## config.mk

```make
export PLATFORM = sky130hd
export DESIGN_NAME = ahb_fifo_write_flat
export DESIGN_NICKNAME = d
export VERILOG_FILES = /design/src/rtl/lcd_pkg.sv /design/src/rtl/ahb_fifo_write_if.sv /design/src/rtl/ahb_fifo_write_sync_fifo16.sv /design/src/rtl/ahb_fifo_write.sv /design/src/flat_wrapper.sv
export SDC_FILE = /design/constraint.sdc
export NUM_CORES = 1
export LEC_CHECK = 0
export CAP_MARGIN = 15
export CORE_MARGIN = 8
export CORE_UTILIZATION = 40
export CTS_CLUSTER_DIAMETER = 30
export CTS_CLUSTER_SIZE = 12
export DETAILED_ROUTE_END_ITERATION = 6
export HOLD_SLACK_MARGIN = 0.1
export PLACE_DENSITY = 0.87
export SLEW_MARGIN = 20
export SYNTH_ARGS = -nofsm -noshare
export SYNTH_HDL_FRONTEND = slang
export SYNTH_SLANG_ARGS = --single-unit
export TNS_END_PERCENT = 50
```

## constraint.sdc

```tcl
create_clock -name clk -period 2.2 [get_ports clk]
set_input_delay 0.44 -clock clk [delete_from_list [all_inputs] [get_ports clk]]
set_output_delay 0.44 -clock clk [all_outputs]
set_load 0.01 [all_outputs]
```

## src/rtl/lcd_pkg.sv

```systemverilog
// Shared constants, payload types and helpers for the LCD-path AHB stream slaves.
// No ports; imported by the interface, FIFO and top.
package lcd_pkg;

  localparam int unsigned BUS_W          = 32;
  localparam int unsigned DATA_W         = 16;
  localparam int unsigned STAT_FULL_BIT  = 16;
  localparam int unsigned STAT_EMPTY_BIT = 17;
  // HTRANS bit that distinguishes NONSEQ/SEQ from IDLE/BUSY
  localparam int unsigned HTRANS_ACT_BIT = 1;

  // Captured address-phase attributes, consumed in the following data phase
  typedef struct packed {
    logic vld;
    logic wr;
    logic hi;
  } ahb_pend_t;

  // Halfword lane selected by HADDR[1]
  function automatic logic [DATA_W-1:0] lane_sel(input logic [BUS_W-1:0] wdata,
                                                 input logic             hi);
    return hi ? wdata[BUS_W-1:DATA_W] : wdata[DATA_W-1:0];
  endfunction

  // Status word: low bits = level, plus full/empty flags
  function automatic logic [BUS_W-1:0] status_word(input logic [BUS_W-1:0] level,
                                                   input logic             full,
                                                   input logic             empty);
    logic [BUS_W-1:0] w;
    w                 = level;
    w[STAT_FULL_BIT]  = full;
    w[STAT_EMPTY_BIT] = empty;
    return w;
  endfunction

endpackage

```

## src/rtl/ahb_fifo_write_if.sv

```systemverilog
// AHB-Lite slave bus plus outgoing 16-bit valid/ready stream.
// slave modport: DUT view; master modport: bus master + stream sink view.
interface ahb_fifo_write_if;
  import lcd_pkg::*;

  logic              HSEL;
  logic              HWRITE;
  logic              HREADY;
  logic [1:0]        HTRANS;
  logic [BUS_W-1:0]  HADDR;
  logic [BUS_W-1:0]  HWDATA;
  logic              HREADYOUT;
  logic [BUS_W-1:0]  HRDATA;
  logic              HRESP;
  logic              data_out_vld;
  logic [DATA_W-1:0] data_out;
  logic              data_out_rdy;

  modport slave (
    input  HSEL, HWRITE, HREADY, HTRANS, HADDR, HWDATA, data_out_rdy,
    output HREADYOUT, HRDATA, HRESP, data_out_vld, data_out
  );

  modport master (
    output HSEL, HWRITE, HREADY, HTRANS, HADDR, HWDATA, data_out_rdy,
    input  HREADYOUT, HRDATA, HRESP, data_out_vld, data_out
  );

endinterface

```

## src/rtl/ahb_fifo_write_sync_fifo16.sv

```systemverilog
// Synchronous 16-bit FIFO with level/full/empty and push/pop.
// Ports: clk, rst (async, active-high), push/push_data, pop, head (mem[rd_ptr]),
//        count (AW+1 bits), full, empty.
module sync_fifo16
  import lcd_pkg::*;
#(
  parameter int unsigned DEPTH = 4
) (
  input  logic                        clk,
  input  logic                        rst,
  input  logic                        push,
  input  logic [DATA_W-1:0]           push_data,
  input  logic                        pop,
  output logic [DATA_W-1:0]           head,
  output logic [$clog2(DEPTH):0]      count,
  output logic                        full,
  output logic                        empty
);

  localparam int unsigned AW = $clog2(DEPTH);
  localparam int unsigned CW = AW + 1;

  logic [DATA_W-1:0] mem [DEPTH];
  logic [AW-1:0]     wr_ptr;
  logic [AW-1:0]     rd_ptr;
  logic [CW-1:0]     count_q;
  logic              do_push;
  logic              do_pop;

  // Guard against illegal requests; a same-cycle pop frees a slot for the push
  assign do_pop  = pop & ~empty;
  assign do_push = push & (~full | do_pop);

  assign full  = (count_q == CW'(DEPTH));
  assign empty = (count_q == '0);
  assign count = count_q;
  assign head  = mem[rd_ptr];

  // Storage carries no reset
  always_ff @(posedge clk) begin
    if (do_push) begin
      mem[wr_ptr] <= push_data;
    end
  end

  // Pointers wrap naturally at DEPTH (power of two)
  always_ff @(posedge clk or posedge rst) begin
    if (rst) begin
      wr_ptr  <= '0;
      rd_ptr  <= '0;
      count_q <= '0;
    end else begin
      if (do_push) begin
        wr_ptr <= wr_ptr + AW'(1);
      end
      if (do_pop) begin
        rd_ptr <= rd_ptr + AW'(1);
      end
      if (do_push && !do_pop) begin
        count_q <= count_q + CW'(1);
      end else if (do_pop && !do_push) begin
        count_q <= count_q - CW'(1);
      end
    end
  end

endmodule

```

## src/rtl/ahb_fifo_write.sv

```systemverilog
// AHB-Lite write slave feeding a 16-bit valid/ready stream through a small FIFO.
// Writes complete zero-wait until the FIFO is full, then stall via HREADYOUT.
// Reads return status {empty@17, full@16, level@[AW:0]} with no side effect.
// Ports: clk, rst (async, active-high), bus (ahb_fifo_write_if.slave).
module ahb_fifo_write
  import lcd_pkg::*;
#(
  parameter int unsigned DEPTH = 4
) (
  input  logic              clk,
  input  logic              rst,
  ahb_fifo_write_if.slave   bus
);

  localparam int unsigned AW = $clog2(DEPTH);
  localparam int unsigned CW = AW + 1;

  ahb_pend_t         pend_q;
  ahb_pend_t         pend_d;
  logic              addr_acc;
  logic              wr_phase;
  logic              rd_phase;
  logic              pop;
  logic              push_ok;
  logic              push;
  logic [DATA_W-1:0] wr_half;
  logic [DATA_W-1:0] head;
  logic [CW-1:0]     count;
  logic              full;
  logic              empty;
  logic              unused_bus_bits;

  assign unused_bus_bits = ^{bus.HADDR[BUS_W-1:2], bus.HADDR[0], bus.HTRANS[0]};

  assign addr_acc = bus.HSEL & bus.HTRANS[HTRANS_ACT_BIT] & bus.HREADY;

  // Address-phase capture; held while the bus is stalled (HREADY=0)
  always_comb begin
    pend_d = pend_q;
    if (bus.HREADY) begin
      pend_d.vld = addr_acc;
      pend_d.wr  = bus.HWRITE;
      pend_d.hi  = bus.HADDR[1];
    end
  end

  always_ff @(posedge clk or posedge rst) begin
    if (rst) begin
      pend_q <= '0;
    end else begin
      pend_q <= pend_d;
    end
  end

  assign wr_phase = pend_q.vld & pend_q.wr;
  assign rd_phase = pend_q.vld & ~pend_q.wr;

  // Same-cycle pop frees a slot, so data_out_rdy reaches HREADYOUT combinationally
  assign pop     = ~empty & bus.data_out_rdy;
  assign push_ok = ~full | pop;
  assign push    = wr_phase & push_ok;
  assign wr_half = lane_sel(bus.HWDATA, pend_q.hi);

  sync_fifo16 #(
    .DEPTH (DEPTH)
  ) u_fifo (
    .clk       (clk),
    .rst       (rst),
    .push      (push),
    .push_data (wr_half),
    .pop       (pop),
    .head      (head),
    .count     (count),
    .full      (full),
    .empty     (empty)
  );

  assign bus.HREADYOUT    = wr_phase ? push_ok : 1'b1;
  assign bus.HRESP        = 1'b0;
  assign bus.HRDATA       = rd_phase ? status_word(BUS_W'(count), full, empty) : '0;
  assign bus.data_out_vld = ~empty;
  assign bus.data_out     = head;

endmodule

```

## src/flat_wrapper.sv

```systemverilog
// flat-port wrapper written by rule: the top's interface ports become plain ports
module ahb_fifo_write_flat import lcd_pkg::*;
#(
  parameter int unsigned DEPTH = 4
)
  (clk, rst, bus_HSEL, bus_HWRITE, bus_HREADY, bus_HTRANS, bus_HADDR, bus_HWDATA, bus_data_out_rdy, bus_HREADYOUT, bus_HRDATA, bus_HRESP, bus_data_out_vld, bus_data_out);
  ahb_fifo_write_if bus_i ();
  input  logic clk;
  input  logic rst;
  input wire logic [$bits(bus_i.HSEL)-1:0] bus_HSEL;
  input wire logic [$bits(bus_i.HWRITE)-1:0] bus_HWRITE;
  input wire logic [$bits(bus_i.HREADY)-1:0] bus_HREADY;
  input wire logic [$bits(bus_i.HTRANS)-1:0] bus_HTRANS;
  input wire logic [$bits(bus_i.HADDR)-1:0] bus_HADDR;
  input wire logic [$bits(bus_i.HWDATA)-1:0] bus_HWDATA;
  input wire logic [$bits(bus_i.data_out_rdy)-1:0] bus_data_out_rdy;
  output wire logic [$bits(bus_i.HREADYOUT)-1:0] bus_HREADYOUT;
  output wire logic [$bits(bus_i.HRDATA)-1:0] bus_HRDATA;
  output wire logic [$bits(bus_i.HRESP)-1:0] bus_HRESP;
  output wire logic [$bits(bus_i.data_out_vld)-1:0] bus_data_out_vld;
  output wire logic [$bits(bus_i.data_out)-1:0] bus_data_out;
  assign bus_i.HSEL = bus_HSEL;
  assign bus_i.HWRITE = bus_HWRITE;
  assign bus_i.HREADY = bus_HREADY;
  assign bus_i.HTRANS = bus_HTRANS;
  assign bus_i.HADDR = bus_HADDR;
  assign bus_i.HWDATA = bus_HWDATA;
  assign bus_i.data_out_rdy = bus_data_out_rdy;
  assign bus_HREADYOUT = bus_i.HREADYOUT;
  assign bus_HRDATA = bus_i.HRDATA;
  assign bus_HRESP = bus_i.HRESP;
  assign bus_data_out_vld = bus_i.data_out_vld;
  assign bus_data_out = bus_i.data_out;
  ahb_fifo_write #(.DEPTH(DEPTH)) u_core (.clk(clk), .rst(rst), .bus(bus_i));
endmodule
```

# After elaboration in Yosys (flattened, before gate mapping)
# Memories as Yosys holds them, arrays and structs flattened.
# Index checks and enable logic that the tools add are counted.
[op_classes] bitwise_logic=13 reduce_logical=6 mux=7 n_eq_ne=1 add_sub_neg=4
[op_table] op="18-bit two-way mux" n=1
[op_table] op="16-bit two-way mux" n=1
[op_table] op="1-bit AND" n=8
[op_table] op="3-bit two-way mux" n=2
[op_table] op="2-bit by 1-bit adder with 2-bit output (second input constant)" n=2
[op_table] op="3-bit by 1-bit adder with 3-bit output (second input constant)" n=1
[op_table] op="3-bit equality test (second input constant)" n=1
[op_table] op="3-bit zero test" n=1
[op_table] op="1-bit two-way mux" n=3
[op_table] op="1-bit inverter" n=3
[op_table] op="3-bit by 1-bit subtractor with 3-bit output (second input constant)" n=1
[op_table] op="1-bit logical AND" n=2
[op_table] op="1-bit zero test" n=2
[op_table] op="1-bit bitwise OR" n=2
[op_table] op="2-bit nonzero test" n=1
[totals] output_inout_bits=51 n_memories=1 elab_cells=38 regBits=10 ramBits=64 input_bits=72
[mem_list] memory="u_core.u_fifo.mem" depth=4 word_bits=16 read_ports=1 rd_ports_with_merged_regs=0 write_ports=1 line_no="ahb_fifo_write_sync_fifo16.sv:23" text="logic [DATA_W-1:0] mem [DEPTH];"

# Logic depth before layout (Yosys ltp)
# Gate-level depths: netlist of the first run.
[logic_depth] depth_word=10 ltp_mapped=8 mapped_depth_nobuf=8

# Modules after synthesis
# A second synthesis of the first run with hierarchy kept.
[unflattened] cells_unflattened=188 hier_area_um2=3422.0
[by_module_without_submodules] mod="sync_fifo16" cells_each=120 n_inst=1 seq_area_each_um2=2097.0 area_per_inst_um2=2782.7
[by_module_without_submodules] mod="ahb_fifo_write" cells_each=68 n_inst=1 seq_area_each_um2=75.1 area_per_inst_um2=639.4

# Least setup slack after synthesis of the first run
# Ideal clock, no wire load.
[synth_timing] path_kind="register -> register" from="register u_core.u_fifo.count_q[0] (netlist: u_core.u_fifo.count[0])" to="register u_core.u_fifo.count_q[2] (netlist: u_core.u_fifo.count[2])" required_ns=2.121 setup_slack_ns=0.152 setup_time_ns=0.079 arrival_ns=1.969 path_stages_with_launch=9 period_less_slack_ns=2.048 n_path_buf=0 cell_sequence="dfrtp_1 or3_4 nand2_1 ha_1 inv_1 fa_1 xor2_1 nor2_1 xor2_1"
[synth_between] elab_chain_cells=9 elab_cells_between_ends=19 cone_classes="add/sub (2); eq/ne (1); mux (2); bitwise (8); reduce/logical (6)"
[synth_rtl] element="from (decl)" line_no="ahb_fifo_write_sync_fifo16.sv:26" text="logic [CW-1:0] count_q;"
[synth_rtl] element="from (signal assigned)" line_no="ahb_fifo_write_sync_fifo16.sv:60" text="count_q <= count_q + CW'(1);"
[synth_rtl] element="from (signal assigned)" line_no="ahb_fifo_write_sync_fifo16.sv:62" text="count_q <= count_q - CW'(1);"
[synth_rtl] element="3-bit zero test (*)" line_no="ahb_fifo_write_sync_fifo16.sv:35" text="assign empty = (count_q == '0);"
[synth_rtl] element="1-bit inverter (*)"
[synth_rtl] element="via bus_data_out_vld" line_no="flat_wrapper.sv:20" text="output wire logic [$bits(bus_i.data_out_vld)-1:0] bus_data_out_vld;"
[synth_rtl] element="1-bit AND" line_no="ahb_fifo_write.sv:59" text="assign pop = ~empty & bus.data_out_rdy;"
[synth_rtl] element="1-bit bitwise OR / 1-bit AND (equally long branches)" line_no="ahb_fifo_write.sv:60, ahb_fifo_write_sync_fifo16.sv:31"
[synth_rtl] element="1-bit AND / 1-bit bitwise OR (equally long branches)" line_no="ahb_fifo_write.sv:61, ahb_fifo_write_sync_fifo16.sv:32"
[synth_rtl] element="1-bit AND" line_no="ahb_fifo_write_sync_fifo16.sv:32" text="assign do_push = push & (~full | do_pop);"
[synth_rtl] element="1-bit zero test" line_no="ahb_fifo_write_sync_fifo16.sv:61" text="end else if (do_pop && !do_push) begin"
[synth_rtl] element="1-bit logical AND" line_no="ahb_fifo_write_sync_fifo16.sv:61"
[synth_rtl] element="2-bit nonzero test (no line)"
# The timed path passes the listed nets; every way through them passes the cells marked *. The select of a mux whose other input is x is not followed.
# A chain may end at the register's enable or synchronous reset.

# Worst setup path after layout of the first run
[layout_timing] from="register u_core.u_fifo.count_q[1] (netlist: u_core.u_fifo.count[1])" to="output bus_data_out_vld"
[layout_between] elab_chain_cells=2
[layout_rtl] element="3-bit zero test" line_no="ahb_fifo_write_sync_fifo16.sv:35"
[layout_rtl] element="1-bit inverter" line_no="ahb_fifo_write.sv:81" text="assign bus.data_out_vld = ~empty;"
[layout_rtl] element="to (decl)" line_no="flat_wrapper.sv:20"
# No other way between the ends.

==> results_dict.tcl, run 1 <==
set metrics [dict create \
    status "finished, final reports clean" \
    crit_type "flop to output pin" \
    synth_cell_types 28 \
    finalHoldViolations 0 \
    path_delay_family "buffers and inverters" \
    end_kind "output pin" \
    timing.final.crit_share_pct 97.7 \
    final_common_cell "edfxtp_1" \
    routed.top_layer "met4" \
    gp_congestion 0.693 \
    seqPwrFrac_pct 45.5 \
    synthCells 182 \
    ios 123 \
    route.detailed.drc 0 \
    syn_area_sq_um 3370 \
    yosysWarnings 0 \
    drv_cap 0 \
    postSynthAreaPerCell_sq_um 18.5 \
    vdd_ir_drop_max_v 0.000516 \
    p_switching_uw 1130 \
    critPathMaxFanout 6 \
    fp.dieW_um 108 \
    numClockSinks 74 \
    cts_root_buf "clkbuf_8" \
    synth-seq-cells 74 \
    reg2reg_depth 8 \
    multiInputGateArea_sq_um 1010 \
    grt_start_max_net_pins 17 \
    grt_pass1_wl_um 9590 \
    cts_tree "done" \
    p_per_area_nw_per_um2 956 \
    tns_ns 0 \
    area_growth_syn_to_layout_pct 23.5 \
    path_clk_slew_ns 0.06 \
    insertion_delay_ns 0.33 \
    fillers 669 \
    cts_inserted_buffers 9 \
    vias_per_cell 4.67 \
    met3WireLength_um 563 \
    rows 33 \
    cp_data_required_time_ns 1.76 \
    timing.rr.start "u_core.u_fifo.count[1]" \
    power_frac_clock_pct 20.0 \
    finalCriticalPeriod_ns 2.15 \
    arrival_ns 1.71 \
    drt_first_iter_violations 94 \
    final_layout_size_suffix_gt1_share_pct 26.2 \
    wl_met1_um 2550 \
    cp_cell_sequence "or3_4, clkdlybuf4s50_1" \
    coreArea_sq_um 8180 \
    hpwl_um 4480 \
    antenna_found_initial 0 \
    register_area_sq_um 2170 \
    p_int_uw 2850 \
    setup_viol 0 \
    combinationalPowerShare_pct 34.5 \
    worst_path_largest_cell_delay_ns 0.49 \
    start_util_pct 41.2 \
    vias 1720 \
    swShare_pct 28.4 \
    fin_nets 339 \
    die_area_sq_um 11600 \
    p_leak_uw 0.00155 \
    yosysSeqAreaShare_pct 64.4 \
    post_drt_wl_per_cell_um 16.9 \
    wl_met2_um 3010 \
    cp_num_buf_inv 1 \
    antenna_left 0 \
    r2r_setup_slack_ns 0.11 \
    reg2reg_to "u_core.u_fifo.count[2]" \
    routed_wl_um 6200 \
    hold_class "input pin to asynchronous set/reset pin" \
    first_global_vias 1865 \
    dr.pass1.iters 4 \
    overflow 0 \
    drv_slew 0 \
    htree_levels 3 \
    critPathSlowestCell "clkdlybuf4s50_1" \
    port_buffers 62 \
    worstSetupStartpointType "flop" \
    rsz0062_at_grt "false" \
    fmax_ghz 0.465 \
    die_h_um 108 \
    clk_path_buf_depth 2 \
    diodes 0 \
    grt_usage_pct 11.1 \
    skew_ns 0.00374 \
    worst_hold_slack_ns 0.408 \
    most-common-layout-cells "64 x edfxtp_1, 42 x clkdlybuf4s50_1, 28 x conb_1" \
]
-- metrics by stage --
| stage | worst slack, ns | util (%) | area, sq um | std cells | total power, uW |
|---|---|---|---|---|---|
| after floorplan | 0.152 | - | 3470 | 209 | 2710 |
| after global placement | -0.165 | 49.6 | 4060 | 353 | 3300 |
| after detailed placement | -0.172 | 49.6 | 4060 | 353 | 3340 |
| after CTS | -0.101 | 51.1 | 4180 | 368 | 4070 |
| after global routing | 0.00239 | 50.9 | 4160 | 368 | 4220 |
| final | 0.0507 | 50.9 | 4160 | 368 | 3980 |
-- worst max-delay path by stage --
stage                      startpoint                      to  slack (ns)  depth (start not counted)
6_report       u_core.u_fifo.count[1]        bus_data_out_vld        0.05                          2
5_1_grt        u_core.u_fifo.count[1]        bus_data_out_vld       0.002                          2
4_1_cts              bus_data_out_rdy           bus_HREADYOUT       -0.10                          4
3_5_place_dp         bus_data_out_rdy  u_core.u_fifo.count[1]       -0.17                          7
3_3_place_gp         bus_data_out_rdy  u_core.u_fifo.count[1]       -0.17                          7
2_1_floorplan  u_core.u_fifo.count[0]  u_core.u_fifo.count[2]        0.15                          8
-- synth_stat cells (all sizes together) --
master / instances / share of area (%)
nor3b: 1 / 0.22
dfrtp: 10 / 7.4
or3: 1 / 0.33
edfxtp: 64 / 57
and2: 7 / 1.5
inv: 5 / 0.56
nor2b: 1 / 0.19
mux4: 16 / 12
nor3: 1 / 0.15
xnor2: 4 / 1.0
nor4b: 1 / 0.70
buf: 34 / 7.8
fa: 1 / 0.59
nand3: 3 / 0.45
ha: 5 / 1.9
nor2: 2 / 0.45
mux2: 20 / 6.8
o21ai: 1 / 0.15
nand2: 2 / 0.22
xor2: 2 / 0.52
conb: 1 / 0.11
-- per-layer routing --
metal / vias to the layer above / GRT usage (%)
li1: 792 / -
met1: 847 / 12.5
met2: 72 / 18.2
met3: 9 / 4.49
met4: 0 / 4.46
met5: - / 0
-- sequential cells by signal, indices dropped and copies added (netlist names) --
| signal | cells |
|---|---|
| u_core.u_fifo.count | 3 |
| u_core.u_fifo.wr_ptr | 2 |
| u_core.u_fifo.rd_ptr | 2 |
| u_core.u_fifo.mem | 64 |
| u_core.pend_q | 3 |
-- repair_timing --
| action | 4_1_cts | 5_1_grt |
|---|---|---|
| setup endpoints to repair | 20 | 17 |
| pin swaps | 0 | 1 |
| endpoints found under the hold margin | 0 | 0 |
| buffers inserted | 2 | 1 |
| hold buffers | 0 | 0 |
| resized for setup | 51 | 8 |
-- worst register-to-register path, cell delays in order, from the launching register on --
cell and delay (ns):
dfrtp_2 0.47, or3_4 0.42, nand2_1 0.11, ha_1 0.17, inv_1 0.05, fa_1 0.37, xor2_1 0.15, nor2_1 0.11
xor2_1 0.16
-- power by group through the flow --
stage / sequential (uW) / clock (uW) / combinational [uW]
2_1_floorplan: 1800 / 0 / 912
3_3_place_gp: 1820 / 0 / 1480
3_5_place_dp: 1830 / 0 / 1510
4_1_cts: 1810 / 823 / 1430
5_1_grt: 1830 / 880 / 1500
6_report: 1810 / 796 / 1380
-- area by class of cell --
class / instances / area share [%]
clock inverters: 2 / 0.180
clock buffers: 11 / 3.16
flip-flops and latches: 74 / 52.2
well taps: 105 / 3.16
multi-input cells: 96 / 24.2
repair buffers: 75 / 16.6
inverters: 5 / 0.451
-- cells by family (layout without fill, tap and decap cells) --
logic type	Yosys count	after routing	synth area share, %
multiplexers	36	36	18.8
flip-flops	74	74	64.4
XOR/XNOR	6	6	1.56
adder cells (fa/ha/maj)	6	6	2.45
AO/OA/AOI/OAI	1	1	0.148
other	1	28	0.111
buffers and inverters	39	93	8.31
AND/OR/NAND/NOR	19	19	4.19
No activity file was read; power rests on OpenSTA's default activity.
==> run 2, diff against run 1 <==
--- a/config.mk
+++ b/config.mk
@@ -9,11 +9,9 @@
 export CORE_MARGIN = 8
 export CORE_UTILIZATION = 40
 export CTS_CLUSTER_DIAMETER = 30
-export CTS_CLUSTER_SIZE = 12
 export DETAILED_ROUTE_END_ITERATION = 6
 export HOLD_SLACK_MARGIN = 0.1
 export PLACE_DENSITY = 0.87
-export SLEW_MARGIN = 20
 export SYNTH_ARGS = -nofsm -noshare
 export SYNTH_HDL_FRONTEND = slang
 export SYNTH_SLANG_ARGS = --single-unit
==> results of run 2 <==
No change in the layout: final DEF, timing and power equal those of run 1.
